--- src/rtl/mem_access_unit.sv ---
// MEM-stage initiator for the 256x32 synchronous data memory: accepts byte-addressed
// loads/stores, formats sub-word data (RMW for byte/half stores) and returns one response each.
module mem_access_unit #(
  parameter int WD_TIMEOUT = 4
) (
  input  logic        clk,
  input  logic        rst,
  input  logic        req_valid,
  output logic        req_ready,
  input  logic        req_we,
  input  logic [1:0]  req_size,
  input  logic        req_unsigned,
  input  logic [31:0] req_addr,
  input  logic [31:0] req_wdata,
  input  logic [4:0]  req_rd,
  output logic        resp_valid,
  input  logic        resp_ready,
  output logic [31:0] resp_rdata,
  output logic [4:0]  resp_rd,
  output logic        resp_store,
  output logic        resp_err,
  output logic [7:0]  mem_addr,
  output logic [31:0] mem_wdata,
  output logic        mem_we,
  input  logic [31:0] mem_rdata,
  input  logic        mem_wd,
  output logic [2:0]  dbg_state
);

  // Handshakes: a transfer happens on a rising edge where valid and ready are both high;
  // the request side latches all req_* fields then, the response side holds resp_* until then.

  localparam int CW = $clog2(WD_TIMEOUT + 1);

  typedef enum logic [2:0] {IDLE, RD, DATA, WR, WAIT_WD, RESP} state_t;

  state_t       state;
  logic         we_q;
  logic [1:0]   size_q;
  logic         uns_q;
  logic [1:0]   lo_q;
  logic [15:0]  wdata_q;
  logic [CW-1:0] wd_cnt;

  logic         acc_err;
  logic [7:0]   byte_sel;
  logic [15:0]  half_sel;
  logic [31:0]  load_data;
  logic [31:0]  merged;

  assign dbg_state = state;

  always_comb begin
    acc_err = (req_size == 2'b11) ||
              (req_size == 2'b01 && req_addr[0]) ||
              (req_size == 2'b10 && req_addr[1:0] != 2'b00) ||
              (req_addr[31:10] != 22'd0);
  end

  // Lane extraction and sign/zero extension for loads.
  always_comb begin
    byte_sel  = mem_rdata[{lo_q, 3'b000} +: 8];
    half_sel  = mem_rdata[{lo_q[1], 4'b0000} +: 16];
    load_data = mem_rdata;
    case (size_q)
      2'b00:   load_data = {{24{~uns_q & byte_sel[7]}}, byte_sel};
      2'b01:   load_data = {{16{~uns_q & half_sel[15]}}, half_sel};
      default: load_data = mem_rdata;
    endcase
  end

  // Read-modify-write: only the addressed lane takes the new store data.
  always_comb begin
    merged = mem_rdata;
    if (size_q == 2'b00) merged[{lo_q, 3'b000} +: 8] = wdata_q[7:0];
    else                 merged[{lo_q[1], 4'b0000} +: 16] = wdata_q;
  end

  always_ff @(posedge clk or posedge rst) begin
    if (rst) begin
      state      <= IDLE;
      req_ready  <= 1'b1;
      resp_valid <= 1'b0;
      resp_rdata <= 32'd0;
      resp_rd    <= 5'd0;
      resp_store <= 1'b0;
      resp_err   <= 1'b0;
      mem_addr   <= 8'd0;
      mem_wdata  <= 32'd0;
      mem_we     <= 1'b0;
      we_q       <= 1'b0;
      size_q     <= 2'b00;
      uns_q      <= 1'b0;
      lo_q       <= 2'b00;
      wdata_q    <= 16'd0;
      wd_cnt     <= '0;
    end else begin
      case (state)
        IDLE: begin
          if (req_valid) begin
            we_q       <= req_we;
            size_q     <= req_size;
            uns_q      <= req_unsigned;
            lo_q       <= req_addr[1:0];
            wdata_q    <= req_wdata[15:0];
            mem_addr   <= req_addr[9:2];
            resp_rd    <= req_rd;
            resp_store <= req_we;
            req_ready  <= 1'b0;
            if (acc_err) begin
              resp_rdata <= 32'd0;
              resp_err   <= 1'b1;
              resp_valid <= 1'b1;
              state      <= RESP;
            end else if (req_we && req_size == 2'b10) begin
              mem_wdata <= req_wdata;
              mem_we    <= 1'b1;
              state     <= WR;
            end else begin
              state <= RD;
            end
          end
        end
        RD: state <= DATA;
        DATA: begin
          if (we_q) begin
            mem_wdata <= merged;
            mem_we    <= 1'b1;
            state     <= WR;
          end else begin
            resp_rdata <= load_data;
            resp_err   <= 1'b0;
            resp_valid <= 1'b1;
            state      <= RESP;
          end
        end
        WR: begin
          mem_we <= 1'b0;
          wd_cnt <= '0;
          state  <= WAIT_WD;
        end
        WAIT_WD: begin
          if (mem_wd || wd_cnt == CW'(WD_TIMEOUT - 1)) begin
            resp_rdata <= 32'd0;
            resp_err   <= ~mem_wd;
            resp_valid <= 1'b1;
            state      <= RESP;
          end else begin
            wd_cnt <= wd_cnt + 1'b1;
          end
        end
        RESP: begin
          if (resp_ready) begin
            resp_valid <= 1'b0;
            req_ready  <= 1'b1;
            state      <= IDLE;
          end
        end
        default: state <= IDLE;
      endcase
    end
  end

endmodule

--- config.mk ---
export PLATFORM = sky130hd
export DESIGN_NAME = mem_access_unit
export DESIGN_NICKNAME = d
export VERILOG_FILES = /design/src/rtl/mem_access_unit.sv
export SDC_FILE = /design/constraint.sdc
export NUM_CORES = 1
export LEC_CHECK = 0
export ABC_AREA = 1
export CORE_UTILIZATION = 44
export DETAILED_ROUTE_END_ITERATION = 7
export PLACE_DENSITY = 0.78
export REMOVE_ABC_BUFFERS = 1
export SLEW_MARGIN = 20
export SYNTH_ARGS = -nofsm -noshare
export SYNTH_HDL_FRONTEND = slang
export SYNTH_SLANG_ARGS = --single-unit
--- constraint.sdc ---
create_clock -name clk -period 3.2 [get_ports clk]
set_input_delay 0.48 -clock clk [delete_from_list [all_inputs] [get_ports clk]]
set_output_delay 0.48 -clock clk [all_outputs]
set_load 0.02 [all_outputs]
* Word-level counts from Yosys, hierarchy flattened
Cells that the tools add are included.
** Storage, ports and cells
- Logic and storage cells :: 112
- Flip-flop bits (word level) :: 109
- Bits of input ports :: 110
** Cells by class
- Reductions and logical operators :: 25
- Bitwise gates (word level) :: 4
- Mux-type cells :: 40
- Eq/ne operators :: 19
- Shift-type cells :: 6
- Add/sub/neg operators :: 3
** Operators with widths (number)
- $mux W32 :: 9
- $pmux W32 S2 :: 2
- $pmux W32 S3 :: 1
- $bwmux W32 :: 2
- $shift A16 B7 Y32 const A :: 1
- $shift A8 B7 Y32 const A :: 1
- $shiftx A16 B7 Y32 :: 1
- $shiftx A32 B6 Y16 :: 1
- $shiftx A32 B6 Y8 :: 1
- $shiftx A8 B7 Y32 :: 1
- $reduce_bool A22 Y1 :: 1
- $mux W3 :: 6
- $ne A2 B2 Y1 const B :: 9
- $pmux W3 S6 :: 1
- $reduce_and A5 Y1 :: 3
- $neg A5 Y7 :: 2
- $mux W1 :: 13
- $eq A3 B2 Y1 const B :: 3
- $reduce_bool A2 Y1 :: 4
- $eq A3 B3 Y1 const B :: 2
- $pmux W1 S3 :: 2
- $pmux W3 S2 :: 1
- $reduce_and A3 Y1 :: 2
- $reduce_and A6 Y1 :: 1
- 16 further kinds :: 27

* Depth between registers and ports, before layout
- Depth after elaboration :: 8
- Depth in mapped cells :: 12

* Worst setup path before layout
OpenSTA, ideal clock, no wires.
- Path type :: reg-to-reg
- Start :: register lo_q[1]
- End :: register mem_wdata[21]
- Path slack :: 1.054 ns
- Period minus slack after synthesis :: 2.146 ns
- Data required time :: 3.135 ns
- Arrival time :: 2.081 ns
- Buffers on the path :: 2
- Stages on the path, launching flop included :: 13
- Library setup time :: 0.065 ns
- Cell sequence :: dfrtp_1 > buf_4 > inv_2 > clkbuf_1 > ha_1 > inv_1 > nor3_1 > nand2_1 > nand2_1 > nand3_1 > nand2_1 > nand4_1 > nand2_1
** On the way
- Word-level cells in the longest chain between the ends :: 6
** Ends and longest elaborated chain
- from (decl) :: line 41 : logic [1:0] lo_q;
- from (signal assigned) :: line 104 : lo_q <= req_addr[1:0];
- $neg A5 Y7, on equally long branches :: line 76, 75
- $shiftx A16 B7 Y32 (tied with other cells) :: line 76 : else merged[{lo_q[1], 4'b0000} +: 16] = wdata_q;
- $bwmux W32, on equally long branches :: line 76, 75
- $mux W32 (*) :: line 75 : if (size_q == 2'b00) merged[{lo_q, 3'b000} +: 8] = wdata_q[7:0];
- $mux W32 (*) :: line 126 : if (we_q) begin
- $pmux W32 S2 (*) :: line 98 : case (state)
- to (signal assigned) :: line 116 : mem_wdata <= req_wdata;
- to (signal assigned) :: line 127 : mem_wdata <= merged;
- to (decl) :: line 23 : output logic [31:0] mem_wdata,
Every way passes the cells marked *; elsewhere a longest branch is shown, timed or not. The select of a mux whose other input is x is not followed.
A chain may end at the register's enable or synchronous reset.

* Final worst setup path
Same ends and word-level chain as after synthesis.

==> summary.log <==
qor: detailed_routing.vias_per_cell 5.421
qor: detailed_routing.drtIter0Drc 720
qor: detailed_routing.post-route-drc-count 0
qor: worst_setup_path.critical_path.max_stage_delay 0.51 ns
qor: worst_setup_path.worstSetupPathType reg -> reg
qor: place.hpwlAfterDp 15.25 mm
qor: worst_hold_path.hp-class reg -> reg
qor: power.power.leakage 4.259 nW
qor: synth.synth-warning-count 0
qor: sta.timing.final.crit_period 2.336 ns
qor: synth.ys_seq_area_frac 0.4117
qor: sta.slew-limit-headroom 0.5771
qor: clocking.cts_num_sinks 109
qor: floorplanning.initial_core_util 0.4543
qor: clocking.hold_buffers 0
qor: detailed_routing.firstDrtPassIters 5
qor: floorplanning.fp.coreArea 14590 sq um
qor: sta.setup_ws 0.8641 ns
qor: synth.synthesis.area 6628 sq um
qor: clocking.ctsLongestPathBuffers 2
qor: worst_setup_path.reg2reg_slack 0.86 ns
qor: synth.cell_count_after_synthesis 940
qor: final_layout.finish.instance_area 8990 sq um
qor: worst_setup_path.start_kind flip-flop
qor: synth.synth_cell_type_count 45
qor: final_layout.syn2layout_area_growth 35.64%
qor: worst_setup_path.cp-end-kind flip-flop
qor: place.gp_routability_congestion 0.9026
qor: clocking.insertion_delay 0.36 ns
qor: grt.antenna_found_initial 0
qor: floorplanning.die_height 124.7 microns
qor: place.pre_cts_ws 0.7438 ns
qor: worst_setup_path.crit_path_top_delay_cell sky130_fd_sc_hd__buf_4
qor: detailed_routing.finalWirelength 21.16 mm
qor: sta.clock.fmax 428.1 MHz
qor: clocking.cts.root.buffer_cell sky130_fd_sc_hd__clkbuf_16
qor: clocking.postCtsSetupBuffers 0
qor: floorplanning.placement_rows 44
qor: sta.timing.final.setup_violations 0
qor: final_layout.layout_commonest_cell sky130_fd_sc_hd__nand2_1
qor: floorplanning.die_width 124.7 microns
qor: worst_setup_path.worst-endpoint-arrival 2.63 ns
qor: sta.crit_share_post_route 0.7300
qor: grt.grt_first_pass_wirelength 34.69 mm
qor: job.max_cap_violations 0
qor: detailed_routing.routed_wire_length_per_instance 16.27 microns
qor: final_layout.fin_util 0.6162
qor: final_layout.layout.nets 1228
qor: detailed_routing.via_count 7047
qor: sta.final_setup_skew 0.008377 ns
qor: worst_setup_path.path_max_fanout 65
qor: worst_setup_path.crit-reg2reg-launch lo_q[1]
qor: clocking.post_cts_resized 0
qor: power.power.ir.vdd_worst 0.0004256 V
qor: sta.setup_total_negative_slack 0 ns
qor: sta.final_hold_viols 0
qor: clocking.number_of_h_tree_levels 3
qor: worst_setup_path.critical-path-top-cell-by-count sky130_fd_sc_hd__nand2_1
qor: floorplanning.pin_count 195
qor: detailed_routing.ant_nets 0
qor: worst_setup_path.worstPathCellList buf_4, ha_1, clkinv_1, nor3_1, buf_4, nand2_1, nand2_1, nand3_1, nand2_1, nand4_1, nand2_1
qor: worst_setup_path.worstPathRequired 3.50 ns
qor: synth.ys_ff_latch 109
qor: grt.gr-usage-all-layers 0.2780
qor: grt.grt_pass1_vias 6685
qor: worst_setup_path.r2r-end mem_wdata[21]
qor: grt.global_route_total_overflow 0
qor: place.port_buffers 194
qor: clocking.cts_made_buffers 9
qor: power.power_density 944.7 nW/um^2
qor: grt.grt_max_degree 66
qor: final_layout.antenna_cells_inserted 0
qor: final_layout.most-common-layout-cells 379 x sky130_fd_sc_hd__nand2_1, 194 x sky130_fd_sc_hd__clkdlybuf4s50_1, 107 x sky130_fd_sc_hd__dfrtp_1, 80 x sky130_fd_sc_hd__o21ai_0, 64 x sky130_fd_sc_hd__nand3_1
qor: worst_hold_path.hold_path_startpoint resp_rd[3]
qor: final_layout.final_layout_size_suffix_gt1_frac 0.06541
qor: sta.finalMaxSlewViolations 0
qor: sta.rsz0062_at_grt no
qor: final_layout.fillerInstances 1295
qor: floorplanning.die_area 15560 sq um
qor: worst_setup_path.r2r_cells 11
qor: place.place_area 8697 sq um
qor: sta.worst_slew_pin_slew 0.6343 ns
qor: worst_setup_path.setup.worst_path.end mem_wdata[21]
qor: run_status.outcome completed
qor: clocking.cts_tree done
qor: synth.synth.avg_cell_area 7.051 sq um
qor: clocking.cts.reportedPaths.clkPinSlew 0.07 ns
qor: worst_setup_path.worstSetupStartpoint lo_q[1]
## cells by family after synthesis
kind of cell / count (synthesis) / share of synthesized area
AO/OA/AOI/OAI: 161 / 0.1363
adder cells (fa/ha/maj): 7 / 0.01321
buffers and inverters: 112 / 0.07514
flip-flops: 109 / 0.4117
multiplexers: 4 / 0.006041
AND/OR/NAND/NOR: 547 / 0.3576
## power breakdown
group | switching (mW) | internal [mW] | total, mW
Combinational | 3.10 | 1.91 | 5.01
Clock | 0.513 | 0.624 | 1.14
Sequential | 0.389 | 1.96 | 2.35
## registers in the layout, summed over array words and instances (netlist names)
register    flops
req_ready       1
wd_cnt          3
uns_q           1
resp_err        1
wdata_q        16
mem_addr        8
resp_rdata     32
resp_rd         5
mem_we          1
lo_q            2
dbg_state       3
mem_wdata      32
we_q            1
resp_valid      1
size_q          2
## critical path, delay by kind of cell (launching register included)
kind / cells / cell delay, ns
adder cells (fa/ha/maj): 1 / 0.26
flip-flops: 1 / 0.36
buffers and inverters: 3 / 0.91
AND/OR/NAND/NOR: 7 / 0.69
## final cells by class
class / count / area, sq um / area share
tap: 184 / 230.2 / 0.02561
inverter: 61 / 241.5 / 0.02686
clock buffer: 11 / 242.7 / 0.02700
multi-input combinational: 719 / 3401 / 0.3783
sequential: 109 / 2730 / 0.3037
timing repair buffer: 211 / 2095 / 0.2330
clock inverter: 5 / 50.05 / 0.005567
## metrics by stage
step / hold slack (ns) / cells / total power [mW]
4_1_cts: 0.4787 / 1300 / 8.487
3_3_place_gp: 0.4560 / 1284 / 7.225
5_1_grt: 0.5006 / 1300 / 9.131
3_5_place_dp: 0.4631 / 1284 / 7.324
6_report: 0.4785 / 1300 / 8.493
2_1_floorplan: 0.4517 / 889 / 5.348
## how the worst min path moves through the flow
| stage | cells past startpoint | endpoint | slack [ns] |
|---|---|---|---|
| floorplan | 2 | wd_cnt[2] | 0.45 |
| global placement | 2 | mem_addr[6] | 0.46 |
| detailed placement | 2 | resp_rd[3] | 0.46 |
| CTS | 2 | resp_rd[3] | 0.48 |
| global route | 2 | mem_wdata[29] | 0.50 |
| finish | 2 | resp_rd[3] | 0.48 |
## per-layer routing
metal  vias up  GRT usage  share of wire
met5         -          0              0
met4         0     0.1269          0.032
met3        41    0.03565          0.068
met2       280     0.4326           0.46
met1      3302     0.3850           0.44
li1       3424          -              -
## cells in the mapped netlist (all sizes together)
cell,number,area share
o21a,2,0.0023
a21o,1,0.0011
nand4,35,0.035
o221ai,1,0.0013
or2,12,0.011
mux2i,4,0.0060
o31ai,1,0.0011
nor3,1,0.00075
o211ai,22,0.025
clkbuf,16,0.0091
nand2,382,0.22
a22o,1,0.0013
nand3b,1,0.0011
o311ai,1,0.0013
dfrtp,108,0.41
a31oi,2,0.0019
nor2,50,0.038
clkinv,1,0.00057
inv,60,0.035
a21oi,44,0.034
a21boi,1,0.0011
ha,7,0.013
nand3,66,0.052
dfstp,1,0.0040
a211oi,2,0.0023
buf,35,0.030
o21ai,83,0.064
(Power assumes the default switching activity.)
